**src/rtl/snd_mbox_pkg.sv**
```systemverilog
// -----------------------------------------------------------------------------
// snd_mbox_pkg
// Shared types and default parameters for the 68k <-> 6502 sound mailbox.
//   nmi_state_t : states of the NMI pacing FSM
//   DEF_*       : default FIFO depth and NMI pulse/gap lengths (clk100 cycles)
//   maxOf       : helper used to size the shared NMI down-counter
// -----------------------------------------------------------------------------
`timescale 1ns/1ps
package snd_mbox_pkg;

    localparam int DEF_DEPTH   = 4;
    localparam int DEF_NMI_LEN = 16;
    localparam int DEF_NMI_GAP = 8;

    typedef enum logic [1:0] {
        IDLE,
        PULSE,
        WAIT_ACK,
        GAP
    } nmi_state_t;

    function automatic int maxOf(input int a, input int b);
        return (a > b) ? a : b;
    endfunction

endpackage

```
**src/rtl/snd_mailbox_ctrl_if.sv**
```systemverilog
// -----------------------------------------------------------------------------
// snd_mailbox_ctrl_if
// Bus-side signals of the sound mailbox, grouped for both CPUs.
//   68k side  : SNDWR_b, SNDRD_b, Dout68k (to mailbox), Din68k, SNDINT_b
//   6502 side : WR68k_b, RD68k_b, Dout6502 (to mailbox), Din6502, SNDNMI_b
//   status    : ctrl_68kBUF, ctrl_SNDBUF, cmd_count, cmd_ovf, resp_ovf
// master = bus decode / CPUs driving strobes, slave = the mailbox controller.
// -----------------------------------------------------------------------------
`timescale 1ns/1ps
interface snd_mailbox_ctrl_if
    import snd_mbox_pkg::*;
#(
    parameter int DEPTH = DEF_DEPTH
);
    logic                       SNDWR_b;
    logic                       SNDRD_b;
    logic [7:0]                 Dout68k;
    logic [7:0]                 Din68k;
    logic                       WR68k_b;
    logic                       RD68k_b;
    logic [7:0]                 Dout6502;
    logic [7:0]                 Din6502;
    logic                       SNDNMI_b;
    logic                       SNDINT_b;
    logic                       ctrl_68kBUF;
    logic                       ctrl_SNDBUF;
    logic [$clog2(DEPTH+1)-1:0] cmd_count;
    logic                       cmd_ovf;
    logic                       resp_ovf;

    modport master (
        output SNDWR_b, SNDRD_b, Dout68k, WR68k_b, RD68k_b, Dout6502,
        input  Din68k, Din6502, SNDNMI_b, SNDINT_b,
               ctrl_68kBUF, ctrl_SNDBUF, cmd_count, cmd_ovf, resp_ovf
    );

    modport slave (
        input  SNDWR_b, SNDRD_b, Dout68k, WR68k_b, RD68k_b, Dout6502,
        output Din68k, Din6502, SNDNMI_b, SNDINT_b,
               ctrl_68kBUF, ctrl_SNDBUF, cmd_count, cmd_ovf, resp_ovf
    );
endinterface

```
**src/rtl/snd_cmd_fifo.sv**
```systemverilog
// -----------------------------------------------------------------------------
// snd_cmd_fifo
// Synchronous command FIFO with synchronous flush.
//   clk, rst_n     : clock, asynchronous active-low reset
//   i_flush        : synchronous empty, overrides push/pop
//   i_push, i_data : write request and byte
//   i_pop          : read request (ignored when empty)
//   o_head         : byte at the read pointer (only meaningful when not empty)
//   o_count        : occupancy 0..DEPTH
//   o_full/o_empty : occupancy flags
//   o_popDone      : a pop was actually performed this cycle
// A push into a full FIFO is accepted only when a pop frees a slot in the
// same cycle; otherwise it is silently dropped.
// -----------------------------------------------------------------------------
`timescale 1ns/1ps
module snd_cmd_fifo #(
    parameter int DEPTH = 4,
    parameter int WIDTH = 8
) (
    input  logic                       clk,
    input  logic                       rst_n,
    input  logic                       i_flush,
    input  logic                       i_push,
    input  logic                       i_pop,
    input  logic [WIDTH-1:0]           i_data,
    output logic [WIDTH-1:0]           o_head,
    output logic [$clog2(DEPTH+1)-1:0] o_count,
    output logic                       o_full,
    output logic                       o_empty,
    output logic                       o_popDone
);
    localparam int PW = $clog2(DEPTH);
    localparam int CW = $clog2(DEPTH+1);

    logic [WIDTH-1:0] r_mem [DEPTH];
    logic [PW-1:0]    r_rdPtr;
    logic [PW-1:0]    r_wrPtr;
    logic [CW-1:0]    r_count;
    logic             w_pushOk;
    logic             w_popOk;

    assign o_empty   = (r_count == '0);
    assign o_full    = (r_count == CW'(DEPTH));
    assign w_popOk   = i_pop & ~o_empty;
    assign w_pushOk  = i_push & (~o_full | w_popOk);
    assign o_popDone = w_popOk;
    assign o_head    = r_mem[r_rdPtr];
    assign o_count   = r_count;

    // Storage needs no reset: the head is masked by o_empty upstream.
    always_ff @(posedge clk) begin
        if (w_pushOk && !i_flush) begin
            r_mem[r_wrPtr] <= i_data;
        end
    end

    // Pointers wrap naturally because DEPTH is a power of two.
    always_ff @(posedge clk or negedge rst_n) begin
        if (!rst_n) begin
            r_rdPtr <= '0;
            r_wrPtr <= '0;
            r_count <= '0;
        end else if (i_flush) begin
            r_rdPtr <= '0;
            r_wrPtr <= '0;
            r_count <= '0;
        end else begin
            if (w_pushOk) begin
                r_wrPtr <= r_wrPtr + 1'b1;
            end
            if (w_popOk) begin
                r_rdPtr <= r_rdPtr + 1'b1;
            end
            case ({w_pushOk, w_popOk})
                2'b10:   r_count <= r_count + 1'b1;
                2'b01:   r_count <= r_count - 1'b1;
                default: r_count <= r_count;
            endcase
        end
    end
endmodule

```
**src/rtl/snd_mailbox_ctrl.sv**
```systemverilog
// -----------------------------------------------------------------------------
// snd_mailbox_ctrl
// 68k <-> 6502 sound mailbox: queues 68k commands, paces NMIs to the 6502 (one
// per pending command, each acknowledged by a 6502 read) and holds the
// single-byte 6502 -> 68k response latch that drives SNDINT_b.
//   clk100   : system clock
//   rst_b    : asynchronous active-low reset
//   SNDRST_b : synchronous active-low sound-side flush
//   bus      : strobes, data and status (see snd_mailbox_ctrl_if)
// -----------------------------------------------------------------------------
`timescale 1ns/1ps
module snd_mailbox_ctrl
    import snd_mbox_pkg::*;
#(
    parameter int DEPTH   = DEF_DEPTH,
    parameter int NMI_LEN = DEF_NMI_LEN,
    parameter int NMI_GAP = DEF_NMI_GAP
) (
    input  logic               clk100,
    input  logic               rst_b,
    input  logic               SNDRST_b,
    snd_mailbox_ctrl_if.slave  bus
);
    localparam int CNT_W = $clog2(maxOf(NMI_LEN, NMI_GAP) + 1);

    logic                       r_sndWrPrev;
    logic                       r_sndRdPrev;
    logic                       r_wr68kPrev;
    logic                       r_rd68kPrev;
    logic                       w_flush;
    logic                       w_cmdPush;
    logic                       w_cmdPop;
    logic                       w_respWrite;
    logic                       w_respRead;
    logic [7:0]                 w_fifoHead;
    logic [$clog2(DEPTH+1)-1:0] w_fifoCount;
    logic                       w_fifoFull;
    logic                       w_fifoEmpty;
    logic                       w_popDone;
    logic                       r_cmdOvf;
    logic [7:0]                 r_resp;
    logic                       r_respFull;
    logic                       r_respOvf;
    nmi_state_t                 r_state;
    nmi_state_t                 w_nextState;
    logic [CNT_W-1:0]           r_nmiCnt;
    logic [CNT_W-1:0]           w_nextCnt;
    logic                       w_nmiLow;

    assign w_flush = ~SNDRST_b;

    // Command strobes act on the falling edge; the 6502 command read pops on
    // the rising edge so Din6502 stays stable for the whole read cycle.
    assign w_cmdPush   =  r_sndWrPrev & ~bus.SNDWR_b;
    assign w_cmdPop    = ~r_rd68kPrev &  bus.RD68k_b;
    assign w_respWrite =  r_wr68kPrev & ~bus.WR68k_b;
    assign w_respRead  = ~r_sndRdPrev &  bus.SNDRD_b;

    always_ff @(posedge clk100 or negedge rst_b) begin
        if (!rst_b) begin
            r_sndWrPrev <= 1'b1;
            r_sndRdPrev <= 1'b1;
            r_wr68kPrev <= 1'b1;
            r_rd68kPrev <= 1'b1;
        end else if (w_flush) begin
            r_sndWrPrev <= 1'b1;
            r_sndRdPrev <= 1'b1;
            r_wr68kPrev <= 1'b1;
            r_rd68kPrev <= 1'b1;
        end else begin
            r_sndWrPrev <= bus.SNDWR_b;
            r_sndRdPrev <= bus.SNDRD_b;
            r_wr68kPrev <= bus.WR68k_b;
            r_rd68kPrev <= bus.RD68k_b;
        end
    end

    snd_cmd_fifo #(
        .DEPTH (DEPTH),
        .WIDTH (8)
    ) u_fifo (
        .clk       (clk100),
        .rst_n     (rst_b),
        .i_flush   (w_flush),
        .i_push    (w_cmdPush),
        .i_pop     (w_cmdPop),
        .i_data    (bus.Dout68k),
        .o_head    (w_fifoHead),
        .o_count   (w_fifoCount),
        .o_full    (w_fifoFull),
        .o_empty   (w_fifoEmpty),
        .o_popDone (w_popDone)
    );

    // A push onto a full FIFO is only lost when no pop makes room alongside it.
    always_ff @(posedge clk100 or negedge rst_b) begin
        if (!rst_b) begin
            r_cmdOvf <= 1'b0;
        end else if (w_flush) begin
            r_cmdOvf <= 1'b0;
        end else if (w_cmdPush && w_fifoFull && !w_popDone) begin
            r_cmdOvf <= 1'b1;
        end
    end

    // Response latch: a write in the same cycle as a 68k read wins, so the
    // fresh byte is never lost to the read that was finishing.
    always_ff @(posedge clk100 or negedge rst_b) begin
        if (!rst_b) begin
            r_resp     <= 8'h00;
            r_respFull <= 1'b0;
            r_respOvf  <= 1'b0;
        end else if (w_flush) begin
            r_resp     <= 8'h00;
            r_respFull <= 1'b0;
            r_respOvf  <= 1'b0;
        end else if (w_respWrite) begin
            r_resp     <= bus.Dout6502;
            r_respFull <= 1'b1;
            if (r_respFull) begin
                r_respOvf <= 1'b1;
            end
        end else if (w_respRead) begin
            r_respFull <= 1'b0;
        end
    end

    // NMI FSM state register; one down-counter serves both pulse and gap.
    always_ff @(posedge clk100 or negedge rst_b) begin
        if (!rst_b) begin
            r_state  <= IDLE;
            r_nmiCnt <= '0;
        end else if (w_flush) begin
            r_state  <= IDLE;
            r_nmiCnt <= '0;
        end else begin
            r_state  <= w_nextState;
            r_nmiCnt <= w_nextCnt;
        end
    end

    // Next-state logic. A pop during PULSE is not remembered: the FSM still
    // waits for a further pop in WAIT_ACK before opening the gap.
    always_comb begin
        w_nextState = r_state;
        w_nextCnt   = r_nmiCnt;
        case (r_state)
            IDLE: begin
                if (w_fifoCount != '0) begin
                    w_nextState = PULSE;
                    w_nextCnt   = CNT_W'(NMI_LEN - 1);
                end
            end
            PULSE: begin
                if (r_nmiCnt == '0) begin
                    w_nextState = WAIT_ACK;
                end else begin
                    w_nextCnt = r_nmiCnt - 1'b1;
                end
            end
            WAIT_ACK: begin
                if (w_popDone) begin
                    w_nextState = GAP;
                    w_nextCnt   = CNT_W'(NMI_GAP - 1);
                end
            end
            GAP: begin
                if (r_nmiCnt == '0) begin
                    w_nextState = IDLE;
                end else begin
                    w_nextCnt = r_nmiCnt - 1'b1;
                end
            end
            default: begin
                w_nextState = IDLE;
            end
        endcase
    end

    always_comb begin
        w_nmiLow = 1'b0;
        if (r_state == PULSE) begin
            w_nmiLow = 1'b1;
        end
    end

    assign bus.SNDNMI_b    = ~w_nmiLow;
    assign bus.SNDINT_b    = ~r_respFull;
    assign bus.Din68k      = r_resp;
    assign bus.Din6502     = w_fifoEmpty ? 8'h00 : w_fifoHead;
    assign bus.ctrl_68kBUF = ~w_fifoEmpty;
    assign bus.ctrl_SNDBUF = r_respFull;
    assign bus.cmd_count   = w_fifoCount;
    assign bus.cmd_ovf     = r_cmdOvf;
    assign bus.resp_ovf    = r_respOvf;
endmodule

```
**src/flat_wrapper.sv**
```systemverilog
// flat-port wrapper written by rule: the top's interface ports become plain ports
module snd_mailbox_ctrl_flat import snd_mbox_pkg::*;
#(
    parameter int DEPTH   = DEF_DEPTH,
    parameter int NMI_LEN = DEF_NMI_LEN,
    parameter int NMI_GAP = DEF_NMI_GAP
)
  (clk100, rst_b, SNDRST_b, bus_SNDWR_b, bus_SNDRD_b, bus_Dout68k, bus_WR68k_b, bus_RD68k_b, bus_Dout6502, bus_Din68k, bus_Din6502, bus_SNDNMI_b, bus_SNDINT_b, bus_ctrl_68kBUF, bus_ctrl_SNDBUF, bus_cmd_count, bus_cmd_ovf, bus_resp_ovf);
  snd_mailbox_ctrl_if #(.DEPTH(DEPTH)) bus_i ();
  input  logic clk100;
  input  logic rst_b;
  input  logic SNDRST_b;
  input wire logic [$bits(bus_i.SNDWR_b)-1:0] bus_SNDWR_b;
  input wire logic [$bits(bus_i.SNDRD_b)-1:0] bus_SNDRD_b;
  input wire logic [$bits(bus_i.Dout68k)-1:0] bus_Dout68k;
  input wire logic [$bits(bus_i.WR68k_b)-1:0] bus_WR68k_b;
  input wire logic [$bits(bus_i.RD68k_b)-1:0] bus_RD68k_b;
  input wire logic [$bits(bus_i.Dout6502)-1:0] bus_Dout6502;
  output wire logic [$bits(bus_i.Din68k)-1:0] bus_Din68k;
  output wire logic [$bits(bus_i.Din6502)-1:0] bus_Din6502;
  output wire logic [$bits(bus_i.SNDNMI_b)-1:0] bus_SNDNMI_b;
  output wire logic [$bits(bus_i.SNDINT_b)-1:0] bus_SNDINT_b;
  output wire logic [$bits(bus_i.ctrl_68kBUF)-1:0] bus_ctrl_68kBUF;
  output wire logic [$bits(bus_i.ctrl_SNDBUF)-1:0] bus_ctrl_SNDBUF;
  output wire logic [$bits(bus_i.cmd_count)-1:0] bus_cmd_count;
  output wire logic [$bits(bus_i.cmd_ovf)-1:0] bus_cmd_ovf;
  output wire logic [$bits(bus_i.resp_ovf)-1:0] bus_resp_ovf;
  assign bus_i.SNDWR_b = bus_SNDWR_b;
  assign bus_i.SNDRD_b = bus_SNDRD_b;
  assign bus_i.Dout68k = bus_Dout68k;
  assign bus_i.WR68k_b = bus_WR68k_b;
  assign bus_i.RD68k_b = bus_RD68k_b;
  assign bus_i.Dout6502 = bus_Dout6502;
  assign bus_Din68k = bus_i.Din68k;
  assign bus_Din6502 = bus_i.Din6502;
  assign bus_SNDNMI_b = bus_i.SNDNMI_b;
  assign bus_SNDINT_b = bus_i.SNDINT_b;
  assign bus_ctrl_68kBUF = bus_i.ctrl_68kBUF;
  assign bus_ctrl_SNDBUF = bus_i.ctrl_SNDBUF;
  assign bus_cmd_count = bus_i.cmd_count;
  assign bus_cmd_ovf = bus_i.cmd_ovf;
  assign bus_resp_ovf = bus_i.resp_ovf;
  snd_mailbox_ctrl #(.DEPTH(DEPTH), .NMI_LEN(NMI_LEN), .NMI_GAP(NMI_GAP)) u_core (.clk100(clk100), .rst_b(rst_b), .SNDRST_b(SNDRST_b), .bus(bus_i));
endmodule
```
**config.mk**
```make
export PLATFORM = sky130hd
export DESIGN_NAME = snd_mailbox_ctrl_flat
export DESIGN_NICKNAME = d
export VERILOG_FILES = /design/src/rtl/snd_mbox_pkg.sv /design/src/rtl/snd_mailbox_ctrl_if.sv /design/src/rtl/snd_cmd_fifo.sv /design/src/rtl/snd_mailbox_ctrl.sv /design/src/flat_wrapper.sv
export SDC_FILE = /design/constraint.sdc
export NUM_CORES = 1
export LEC_CHECK = 0
export ABC_AREA = 1
export BUFFER_PORTS_ARGS = -buffer_cell sky130_fd_sc_hd__buf_2
export CELL_PAD_IN_SITES_DETAIL_PLACEMENT = 2
export CELL_PAD_IN_SITES_GLOBAL_PLACEMENT = 2
export CORE_UTILIZATION = 35
export DETAILED_ROUTE_END_ITERATION = 8
export PLACE_DENSITY_LB_ADDON = 0.05
export SKIP_LAST_GASP = 1
export SYNTH_ARGS = -nofsm -noshare
export SYNTH_HDL_FRONTEND = slang
export SYNTH_HIERARCHICAL = 1
export SYNTH_SLANG_ARGS = --single-unit
```
**constraint.sdc**
```tcl
create_clock -name clk100 -period 3.2 [get_ports clk100]
set_input_delay 0.64 -clock clk100 [delete_from_list [all_inputs] [get_ports clk100]]
set_output_delay 0.64 -clock clk100 [all_outputs]
set_load 0.02 [all_outputs]
```
Yosys cells after proc, flatten, opt, wreduce, memory -nomap -nowiden
Memories as Yosys holds them, arrays and structs flattened. Cells that the tools add are included.

Add/subtract/negate cells: 5. Eq/ne operators: 18. Mux-type cells: 35. Bitwise gates (word level): 15. Reduce and logical (&&, ||, !) cells: 12.

Operator list (count): $mux W8 (3); $mux W5 (4); $mux W2 (9); $mux W1 (15); $pmux W5 S3 (1); $ne A2 B1 Y1 const B (5); $ne A3 B2 Y1 const B (3); $not A1 Y1 (8); $pmux W2 S4 (1); $and A1 B1 Y1 (6); $eq A2 B2 Y1 const B (3); $ne A3 B1 Y1 const B (2); $ne A3 B3 Y1 const B (2); $pmux W3 S2 (1); $logic_not A5 Y1 (1); $sub A5 B1 Y5 const B (1); $add A2 B1 Y2 const B (2); $eq A2 B1 Y1 const B (2); $reduce_and A4 Y1 (1); $add A3 B1 Y3 const B (1); $eq A3 B3 Y1 const B (1); $logic_and A1 B1 Y1 (3); $logic_not A3 Y1 (1); $mux W3 (1); other kinds (8) (8).

Bits in registers: 29. Memory bits (writable): 32. Bits of input ports: 23. Output and inout bits: 25. Logic and storage cells: 99. Memories kept: 1.

Memory list: u_core.u_fifo.r_mem (words 4, width 8, read ports 1, clocked after memory_dff 0, wr ports 1, RTL line snd_cmd_fifo.sv:35) `logic [WIDTH-1:0] r_mem [DEPTH];`.

Logic depth before layout (Yosys ltp)
Gate-level depths: netlist of the first run.

Word-level depth: 8. Gate-level depth with buffers: 12. Gate-level depth less buffers: 12.

Cells and area by module
Netlist of the first run, hierarchy kept.

By module, submodules not included: snd_cmd_fifo (times used 1, cells an instance 144, area an instance 1706.6 um^2); snd_mailbox_ctrl (times used 1, cells an instance 170, area an instance 1283.7 um^2).

Worst setup path after synthesis of the first run
OpenSTA, ideal clock, no wires.

Path kind: input -> register. Start point: input port bus_SNDWR_b. End point: register u_core.u_fifo.r_count[2] (netlist: u_core/u_fifo/o_count[2]). Arrival: 2.012 ns. Slack: 1.070 ns. Stages: 11. Cells stage by stage: nor2_1 -> inv_1 -> nand3_2 -> inv_1 -> fa_1 -> xnor2_1 -> inv_1 -> nand2_1 -> nand2_1 -> nand3_1 -> nand2_1.

Cells in the longest elaborated chain, start to end: 6.

Ends and longest elaborated chain: from (decl) (RTL line flat_wrapper.sv:13) `input wire logic [$bits(bus_i.SNDWR_b)-1:0] bus_SNDWR_b;`; $not A1 Y1 * (RTL line snd_mailbox_ctrl.sv:54) `assign w_cmdPush = r_sndWrPrev & ~bus.SNDWR_b;`; $and A1 B1 Y1 * (RTL line snd_mailbox_ctrl.sv:54); $and A1 B1 Y1 * (RTL line snd_cmd_fifo.sv:45) `assign w_pushOk = i_push & (~o_full | w_popOk);`; $eq A2 B1 Y1 or $eq A2 B2 Y1 (tied branches) (RTL line snd_cmd_fifo.sv:74) `case ({w_pushOk, w_popOk})`; $pmux W3 S2 (RTL line snd_cmd_fifo.sv:74); $mux W3 (RTL line snd_cmd_fifo.sv:63) `end else if (i_flush) begin`; to (signal assigned) (RTL line snd_cmd_fifo.sv:75) `2'b10: r_count <= r_count + 1'b1;`; to (signal assigned) (RTL line snd_cmd_fifo.sv:76) `2'b01: r_count <= r_count - 1'b1;`; to (signal assigned) (RTL line snd_cmd_fifo.sv:77) `default: r_count <= r_count;`; to (decl) (RTL line snd_cmd_fifo.sv:38) `logic [CW-1:0] r_count;`.

Mark *: on every way between the ends. The rest lies on a longest branch, timed or not. A chain may end at the register's enable or synchronous reset.

Worst setup path in the final report of the first run
Start point: register u_core.u_fifo.r_rdPtr[0]. End point: output port bus_Din6502[1].

Cells in the longest elaborated chain, start to end: 2.

Ends and longest elaborated chain: from (decl) (RTL line snd_cmd_fifo.sv:36) `logic [PW-1:0] r_rdPtr;`; from (signal assigned) (RTL line snd_cmd_fifo.sv:72) `r_rdPtr <= r_rdPtr + 1'b1;`; $mem_v2 Z4 W8; named net u_core.w_fifoHead[1] (RTL line snd_mailbox_ctrl.sv:35) `logic [7:0] w_fifoHead;`; $mux W8 (RTL line snd_mailbox_ctrl.sv:190) `assign bus.Din6502 = w_fifoEmpty ? 8'h00 : w_fifoHead;`; to (decl) (RTL line flat_wrapper.sv:20) `output wire logic [$bits(bus_i.Din6502)-1:0] bus_Din6502;`.

The timed path passes the listed nets, and every way through them passes these cells.

==> results of run 1 <==
[path summary, 6_finish.rpt]
path / slack (ns) / depth (start not counted) / to / from
setup / recovery: 0.45 / 6 / bus_Din6502[1] / u_core/u_fifo/r_rdPtr[0]
setup reg to reg: 1.01 / 12 / u_core/u_fifo/o_count[2] / u_core/r_sndWrPrev
min in group clk100: 0.49 / 2 / u_core/bus.cmd_ovf / u_core/bus.cmd_ovf
max in group asynchronous: 2.37 / 1 / u_core/bus.Din68k[3] / rst_b
hold reg to reg: 0.49 / 2 / u_core/bus.cmd_ovf / u_core/bus.cmd_ovf
hold / removal: 0.36 / 1 / u_core/u_fifo/o_count[0] / rst_b
[layout by cell type (no fill, tap or decap), types with 8 or more instances in the layout]
master and n:
nor2_1 41, ha_1 10, buf_2 47, o21ai_1 9, dfrtp_1 25, inv_1 51, nand3_1 18, clkbuf_8 10
nand2_1 43, edfxtp_1 32, o22ai_1 8, o21ai_0 26
[registers in the layout (all words and copies together), names as in the netlist, 2 cells and up]
signal / cells
u_core/u_fifo/r_rdPtr: 2
u_core/u_fifo/r_mem: 32
u_core/u_fifo/o_count: 3
u_core/r_nmiCnt: 5
u_core/u_fifo/r_wrPtr: 2
u_core/bus.Din68k: 8
u_core/r_state: 2
[routing by layer]
metal  vias to the layer above  part of all wire [%]
met5                         -                     0
met2                        41                    47
li1                       1116                     -
met3                         9                   3.6
met1                      1141                    48
met4                         0                   1.6
[metrics by stage]
step / cells / area [um2] / hold WS, ns / total power (W) / setup slack, ns
3_5_place_dp: 462 / 3334 / 0.4764 / 0.001709 / 0.7582
4_1_cts: 478 / 3552 / 0.3631 / 0.002492 / 0.3843
2_1_floorplan: 314 / 2990 / 0.3444 / 0.001485 / 1.070
6_report: 478 / 3552 / 0.3558 / 0.002453 / 0.4519
5_1_grt: 478 / 3552 / 0.3851 / 0.002621 / 0.2406
3_3_place_gp: 462 / 3334 / 0.4661 / 0.001678 / 0.8336
[power breakdown]
part           switching [W]  total, W  internal (W)
sequential         0.0000798  0.000979      0.000900
clock               0.000311  0.000771      0.000459
combinational       0.000469  0.000703      0.000234
[cell type report]
class / instances / area share (%)
multi-input combinational: 188 / 29.17
clock inverter: 4 / 2.043
clock buffer: 12 / 4.086
inverter: 58 / 6.129
timing repair buffer: 50 / 7.256
sequential: 61 / 47.62
tap: 105 / 3.698
[cells by family after synthesis]
family	count (synthesis)	synth area share (%)
XOR/XNOR	1	0.2929
adder cells (fa/ha/maj)	11	4.854
AND/OR/NAND/NOR	127	20.71
AO/OA/AOI/OAI	49	8.787
buffers and inverters	65	8.786
flip-flops	61	56.57
[cell usage after synthesis, types with 4 or more instances]
| library cell | count | share of area, % |
|---|---|---|
| a21oi_1 | 4 | 0.67 |
| dfrtp_1 | 25 | 21 |
| dfstp_2 | 4 | 3.5 |
| edfxtp_1 | 32 | 32 |
| ha_1 | 10 | 4.2 |
| inv_1 | 51 | 6.4 |
| inv_2 | 7 | 0.88 |
| nand2_1 | 43 | 5.4 |
| nand2_2 | 7 | 1.5 |
| nand3_1 | 18 | 3.0 |
| nand3_2 | 5 | 1.7 |
| nor2_1 | 41 | 5.1 |
| o21ai_0 | 26 | 4.4 |
| o21ai_1 | 9 | 1.5 |
| o22ai_1 | 8 | 1.7 |
==> impl_metrics.toml, run 1 <==
[run_status]
outcome = "finished, final reports clean"

[floorplanning]
die_area_um2 = 8918
num_rows = 33
design.core.area_um2 = 8258
die-width_um = 94.44
fp.dieH_um = 94.44
top_level_ports = 48
initial_core_util_pct = 36.21

[sta]
worst_pin_slew_ns = 0.7465
final.period_utilization_pct = 85.88
slew_headroom_pct = 50.05
hold_viol_final = 0
min_period_ns = 2.748
setup_viol = 0
maxSlewViolCount = 0
setup-tns-final_ns = 0
finClkSkew_ns = 0.005489
rsz0062_at_grt = "false"
max_freq_mhz = 363.9

[clocking]
h-tree-depth = 3
postCtsSetupRepairBufs = 0
cts_tree = "done"
clockBufferDepth = 2
clkTransAtPathRegs_ns = 0.07
cts-resized-gates = 0
cts_root_buffer = "clkbuf_8"
ctsHoldBuffers = 0
clkLatencyLatePin_ns = 0.34
numClockSinks = 61
cts_buffers = 9

[synthesis]
synth-seq-cells = 61
ys_types = 30
synth_edf_count = 32
async_flop_share_pct = 47.54
synth_warnings = 6
syn-mean-instance-area_um2 = 9.523
syn-num-nets = 348
synthesis.area_um2 = 2990
ys_seq_area_share_pct = 56.57
postSynthCellCount = 314
synth_top_flop_cell = "edfxtp_1"

[finish]
drive_gt1_share_pct = 26.27
nets = 402
final_util_pct = 43.02
fillers = 923
seqCellArea_um2 = 1692
diodes = 0
multi_input_area_um2 = 1036
syn_to_final_growth_pct = 18.79

[drt]
wl_um = 7542
ant_nets = 0
route.detailed.drc = 0
vias = 2307
vias_per_cell = 4.826
dr.pass1.iters = 4
post_drt_wl_per_cell_um = 15.78
drt_iter0_drc = 57

[setup_path]
startpoint_type = "flip-flop"
cp_data_arrival_time_ns = 2.11
critPathTopFamily = "flip-flops"
cpPeakStageDelay_ns = 0.78
crit_chain = "inv_2 > o21ai_0 > o22ai_1 > inv_1 > nor2_1 > buf_2"
crit_path_end_kind = "output port"
crit_fanout = 18
critPathRequiredTime_ns = 2.56
crit_buf_inv = 3
criticalPathCategory = "reg -> out"
cpMaxStageDelayCell = "dfrtp_1"

[global_route]
use_met3_pct = 4.187
grt_use_met1_pct = 24.38
grt_overflow = 0
grt_first_pass_wirelength_um = 12410
grt_pass1_vias = 2420
use_met2_pct = 31.22
grt_use_total_pct = 18.96
top_usage_layer = "met2"
grt_antenna_before_repair = 0
grt_max_degree = 30

[placement]
hpwlAfterDp_um = 5421
place_congestion = 0.7577
io_buffers = 47

[power_and_ir_drop]
ir_drop_mv = 0.2258
leakage_nw = 1.693
power.density_nw_per_um2 = 690.6

[hold_path]
hp-class = "in -> async"

[job]
maxCapViolCount = 0
No activity file was read; power rests on OpenSTA's default activity.
==> run 2: changes to the inputs <==
--- a/config.mk
+++ b/config.mk
@@ -12,8 +12,8 @@
 export CORE_UTILIZATION = 35
 export DETAILED_ROUTE_END_ITERATION = 8
 export PLACE_DENSITY_LB_ADDON = 0.05
+export SETUP_SLACK_MARGIN = 0.2
 export SKIP_LAST_GASP = 1
 export SYNTH_ARGS = -nofsm -noshare
 export SYNTH_HDL_FRONTEND = slang
-export SYNTH_HIERARCHICAL = 1
 export SYNTH_SLANG_ARGS = --single-unit
==> constraint.sdc (replaced) <==
create_clock -name clk100 -period 2.8 [get_ports clk100]
set_input_delay 0.56 -clock clk100 [delete_from_list [all_inputs] [get_ports clk100]]
set_output_delay 0.56 -clock clk100 [all_outputs]
set_load 0.02 [all_outputs]
==> impl_metrics.toml, run 2 <==
[finish]
final_util_pct = 43.61
final_cell_mix = "buf_2 (47), nor2_1 (42), nand2_1 (38), inv_1 (37)"
largest_register_ffs = 32
top_register = "u_core.u_fifo.r_mem"
syn_to_final_growth_pct = 19.45
nets = 381
diodes = 0
drive_gt1_share_pct = 25.00
stdcell_count = 454
final_common_cell = "buf_2"

[synthesis]
post-synth-top-area-fraction_pct = 33.71
synth_top_area_cell = "edfxtp_1"
synth_adder_area_share_pct = 5.092
ys_types = 28
synth_top_flop_cell = "edfxtp_1"
syn-num-nets = 324
syn-mean-instance-area_um2 = 9.828
postSynthCellCount = 290
synth_warnings = 0
synth_mux_area_share_pct = 0
synthTopCellsByArea = "edfxtp_1 (34%), dfrtp_1 (22%), o21ai_0 (5.6%), nor2_1 (5.5%), nand2_1 (5.0%)"
synth_top_family_by_area = "simple AND/OR/NAND/NOR gates"
ys_seq_area_share_pct = 59.35
synthSimpleGateAreaFrac_pct = 18.17
synth_edf_count = 32
async_flop_share_pct = 47.54
synth_compound_area_share_pct = 9.965
synth_common_cells = "nor2_1 (42), nand2_1 (38), inv_1 (37), edfxtp_1 (32), o21ai_0 (32)"
synth-xor-area-share_pct = 0.3073
synth-seq-cells = 61
yosysMostFrequentCell = "nor2_1"
synthesis.area_um2 = 2850

[floorplanning]
num_rows = 32
design.core.area_um2 = 7807
die-width_um = 92.24
top_level_ports = 48
die_area_um2 = 8508
fp.dieH_um = 92.24
initial_core_util_pct = 36.51

[drt]
route.detailed.drc = 0
dr.pass1.iters = 6
drt-met1-wl_um = 3142
top_layer_used = "met4"
drt_iter0_drc = 69
vias = 2247
post_drt_wl_per_cell_um = 16.31
dr_wl_met3_um = 257
wl_um = 7405
met2WireLength_um = 3909
ant_nets = 0
vias_per_cell = 4.949

[setup_path]
cpPeakStageDelay_ns = 0.50
cp_data_arrival_time_ns = 1.70
startpoint_type = "flip-flop"
cp.depth = 6
critPathRequiredTime_ns = 2.24
cpMaxStageDelayCell = "dfrtp_1"
path_common_cell = "nor2_1"
criticalPathCategory = "reg -> out"
crit_path_end_kind = "output port"
crit_buf_inv = 2
critPathTopFamily = "flip-flops"
crit_chain = "buf_4 > nor2_1 > nor2_1 > o21ai_0 > a21oi_1 > buf_2"
crit_fanout = 12
reg2reg_depth = 12

[placement]
place_inst = 438
io_buffers = 47
hpwlAfterDp_um = 5212
place_congestion = 0.6849

[clocking]
cts_tree = "done"
numClockSinks = 61
cts-resized-gates = 0
clockBufferDepth = 2
cts_buffers = 9
clkLatencyLatePin_ns = 0.33
postCtsSetupRepairBufs = 0
clkTransAtPathRegs_ns = 0.07
ctsHoldBuffers = 0
cts_root_buffer = "clkbuf_8"
h-tree-depth = 3

[job]
maxCapViolCount = 0

[run_status]
outcome = "finished, final reports clean"

[global_route]
grt_use_total_pct = 19.56
grt_antenna_before_repair = 0
grt_max_degree = 30
grt_first_pass_wirelength_um = 12500
grt_overflow = 0
grt_pass1_vias = 2487

[sta]
fin_hold_ws_ns = 0.2680
maxSlewViolCount = 0
finClkSkew_ns = 0.006438
setup_viol = 0
setup-tns-final_ns = 0
hold_viol_final = 0
min_period_ns = 2.258
worst_pin_slew_ns = 0.6959
max_freq_mhz = 442.8
rsz0062_at_grt = "false"
final.period_utilization_pct = 80.66
slew_headroom_pct = 53.60

[hold_path]
hp-class = "in -> async"

[power_and_ir_drop]
ir_drop_mv = 0.2844
leakage_nw = 1.573
power.density_nw_per_um2 = 757.7
[run 2: area by class of cell]
type	instances	area (um2)
flip-flops and latches	61	1693
fillers	863	4403
well taps	102	127.6
inverters	41	157.7
clock buffers	10	127.6
clock inverters	6	62.56
multi-input cells	181	955.9
repair buffers	53	280.3
[run 2: layer usage]
layer  GRT usage [%]  vias up
met1           23.14     1126
met4           6.380        0
li1                -     1069
met5               0        -
met2           34.64       44
met3           4.809        8
[run 2: path summary, 6_finish.rpt]
check / startpoint / to / slack [ns]
worst max-delay path: u_core.u_fifo.r_rdPtr[0] / bus_Din6502[4] / 0.54
worst min-delay path: rst_b / u_core.r_nmiCnt[1] / 0.27
worst max register to register: u_core.r_rd68kPrev / u_core.u_fifo.o_count[2] / 0.68
worst min register to register: u_core.r_nmiCnt[0] / u_core.r_nmiCnt[0] / 0.51
max in group asynchronous: rst_b / u_core.u_fifo.r_rdPtr[1] / 2.05
min in group clk100: bus_SNDRD_b / u_core.r_sndRdPrev / 0.42
[run 2: where the power goes]
group | total [W] | leakage (nW) | switching [W] | internal [W]
Sequential | 0.00111 | 0.661 | 0.0000854 | 0.00103
Combinational | 0.000701 | 0.821 | 0.000472 | 0.000229
Clock | 0.000764 | 0.0903 | 0.000354 | 0.000410
[run 2: metrics by stage]
step | instance area (um2) | power (W) | worst slack [ns]
CTS | 3400 | 0.002629 | 0.2870
global placement | 3209 | 0.001804 | 0.6087
detailed placement | 3209 | 0.001834 | 0.4987
floorplan | 2850 | 0.001598 | 0.8473
finish | 3405 | 0.002580 | 0.5416
global route | 3405 | 0.002756 | 0.3727
[run 2: worst register-to-register path: stages, from the launching register on]
cell and delay, ns:
dfstp_2 0.52, inv_1 0.04, nand2_1 0.10, inv_1 0.09, nand3_1 0.22, inv_1 0.09
fa_1 0.39, xnor2_1 0.21, inv_1 0.06, nand2_1 0.07, nand2_1 0.07, nand3_1 0.09
nand2_1 0.06
[run 2: cell families (layout without fill, tap and decap cells)]
logic type      after synthesis  in the layout
simple gates                113            113
fa+ha+maj                    11             11
xor+xnor                      1              1
buf+inv                      48            110
flops                        61             61
compound gates               56             56
==> run 3: changes to the inputs <==
==> constraint.sdc (replaced) <==
create_clock -name clk100 -period 2.3 [get_ports clk100]
set_input_delay 0.46 -clock clk100 [delete_from_list [all_inputs] [get_ports clk100]]
set_output_delay 0.46 -clock clk100 [all_outputs]
set_load 0.02 [all_outputs]
==> impl_metrics.toml, run 3 (same netlist as run 2, synthesis figures left out) <==
[sta]
min_period_ns = 2.044
worst_pin_slew_ns = 0.7022
final.period_utilization_pct = 88.89
max_freq_mhz = 489.1
rsz0062_at_grt = "true"
setup_viol = 0
hold_viol_final = 0
slew_headroom_pct = 53.19
setup-tns-final_ns = 0
finClkSkew_ns = 0.01299
maxSlewViolCount = 0
fin_hold_ws_ns = 0.1631

[setup_path]
crit_buf_inv = 4
startpoint_type = "flip-flop"
cpPeakStageDelay_ns = 0.52
reg2reg_depth = 12
crit_fanout = 5
crit_path_end_kind = "flip-flop"
critPathRequiredTime_ns = 2.54
crit_chain = "inv_1 > nand2_1 > inv_1 > nand3_2 > inv_1 > fa_1 > xnor2_2 > inv_1 > nand2_1 > nand2_1 > nand3_1 > nand2_1"
cp.depth = 12
critPathTopFamily = "simple AND/OR/NAND/NOR gates"
cpMaxStageDelayCell = "dfstp_2"
criticalPathCategory = "reg -> reg"
cp_data_arrival_time_ns = 2.28

[drt]
vias_per_cell = 4.769
vias = 2208
dr.pass1.iters = 4
drt_iter0_drc = 52
ant_nets = 0
post_drt_wl_per_cell_um = 15.77
wl_um = 7301
route.detailed.drc = 0

[floorplanning]
die_area_um2 = 8508
initial_core_util_pct = 36.51
design.core.area_um2 = 7807
num_rows = 32
fp.dieH_um = 92.24
die-width_um = 92.24
top_level_ports = 48

[run_status]
outcome = "finished, final reports clean"

[finish]
largest_register_ffs = 32
fillers = 872
drive_gt1_share_pct = 29.36
nets = 390
top_register = "u_core.u_fifo.r_mem"
syn_to_final_growth_pct = 22.43
final_common_cell = "buf_2"
final_util_pct = 44.70
diodes = 0
final_cell_mix = "buf_2 (46), nor2_1 (42), nand2_1 (38), inv_1 (36), edfxtp_1 (32)"

[clocking]
clkTransAtPathRegs_ns = 0.08
cts_buffers = 9
cts_root_buffer = "clkbuf_8"
clockBufferDepth = 2
numClockSinks = 61
h-tree-depth = 3
cts_tree = "done"
clkLatencyLatePin_ns = 0.34

[placement]
place_congestion = 0.6993
io_buffers = 47
hpwlAfterDp_um = 5026

[global_route]
grt_antenna_before_repair = 0
grt_first_pass_wirelength_um = 11870
grt_use_total_pct = 18.66
grt_max_degree = 30
grt_pass1_vias = 2413
grt_overflow = 0

[power_and_ir_drop]
ir_drop_mv = 0.3668
leakage_nw = 1.614
power.density_nw_per_um2 = 894.6

[job]
maxCapViolCount = 0

[hold_path]
hp-class = "in -> async"
run 3: cell types whose count changed in the layout (fill, tap and decap cells not counted), sizes merged:
cell and change:
inv -1, clkinvlp -2, clkinv +5, clkbuf -1, bufinv -1, buf +9
run 3: metrics by stage:
stage / power (W) / cells / worst slack, ns / area (um2)
4_1_cts: 0.003122 / 458 / 0.1714 / 3418
6_report: 0.003122 / 463 / 0.2556 / 3490
5_1_grt: 0.003327 / 463 / 0.1313 / 3490
3_3_place_gp: 0.002205 / 441 / 0.2607 / 3232
2_1_floorplan: 0.001945 / 290 / 0.3473 / 2850
3_5_place_dp: 0.002241 / 441 / 0.1441 / 3232
run 3: what timing repair did:
| item | in CTS | in global routing |
|---|---|---|
| hold buffers | 0 | 0 |
| resized for setup | 3 | 12 |
| setup endpoints to repair | 9 | 9 |
| pin swaps | 0 | 0 |
| buffers inserted | 1 | 5 |
run 3: path summary, 6_finish.rpt:
check                                    startpoint  slack (ns)                   endpoint
worst min-delay path                          rst_b        0.16   u_core.u_fifo.r_wrPtr[0]
min in group clk100                  bus_Dout68k[1]        0.33  u_core.u_fifo.r_mem[1][1]
worst min register to register  u_core.bus.resp_ovf        0.49        u_core.bus.resp_ovf
worst max-delay path             u_core.r_rd68kPrev        0.26   u_core.u_fifo.o_count[2]
worst max register to register   u_core.r_rd68kPrev        0.26   u_core.u_fifo.o_count[2]
max in group asynchronous                     rst_b        1.63   u_core.u_fifo.r_rdPtr[0]
run 3: power breakdown:
group,internal [W],switching [W]
sequential,0.00126,0.0000977
clock,0.000394,0.000452
combinational,0.000320,0.000602
total,0.00197,0.00115
run 3: final cells by class:
cell class / count / area, um2 / share of cell area, %
clock buffers: 9 / 123.9 / 3.550
clock inverters: 7 / 48.80 / 1.398
inverters: 41 / 158.9 / 4.554
multi-input cells: 181 / 979.7 / 28.07
flip-flops and latches: 61 / 1697 / 48.62
well taps: 102 / 127.6 / 3.657
repair buffers: 62 / 354.1 / 10.15
run 3: layer usage:
metal	vias to the layer above	part of all wire, %	global-route usage (%)
li1	1080	-	-
met1	1085	43	21.04
met2	37	53	34.51
met3	6	2.9	3.897
met4	0	1.1	6.641
met5	-	0	0
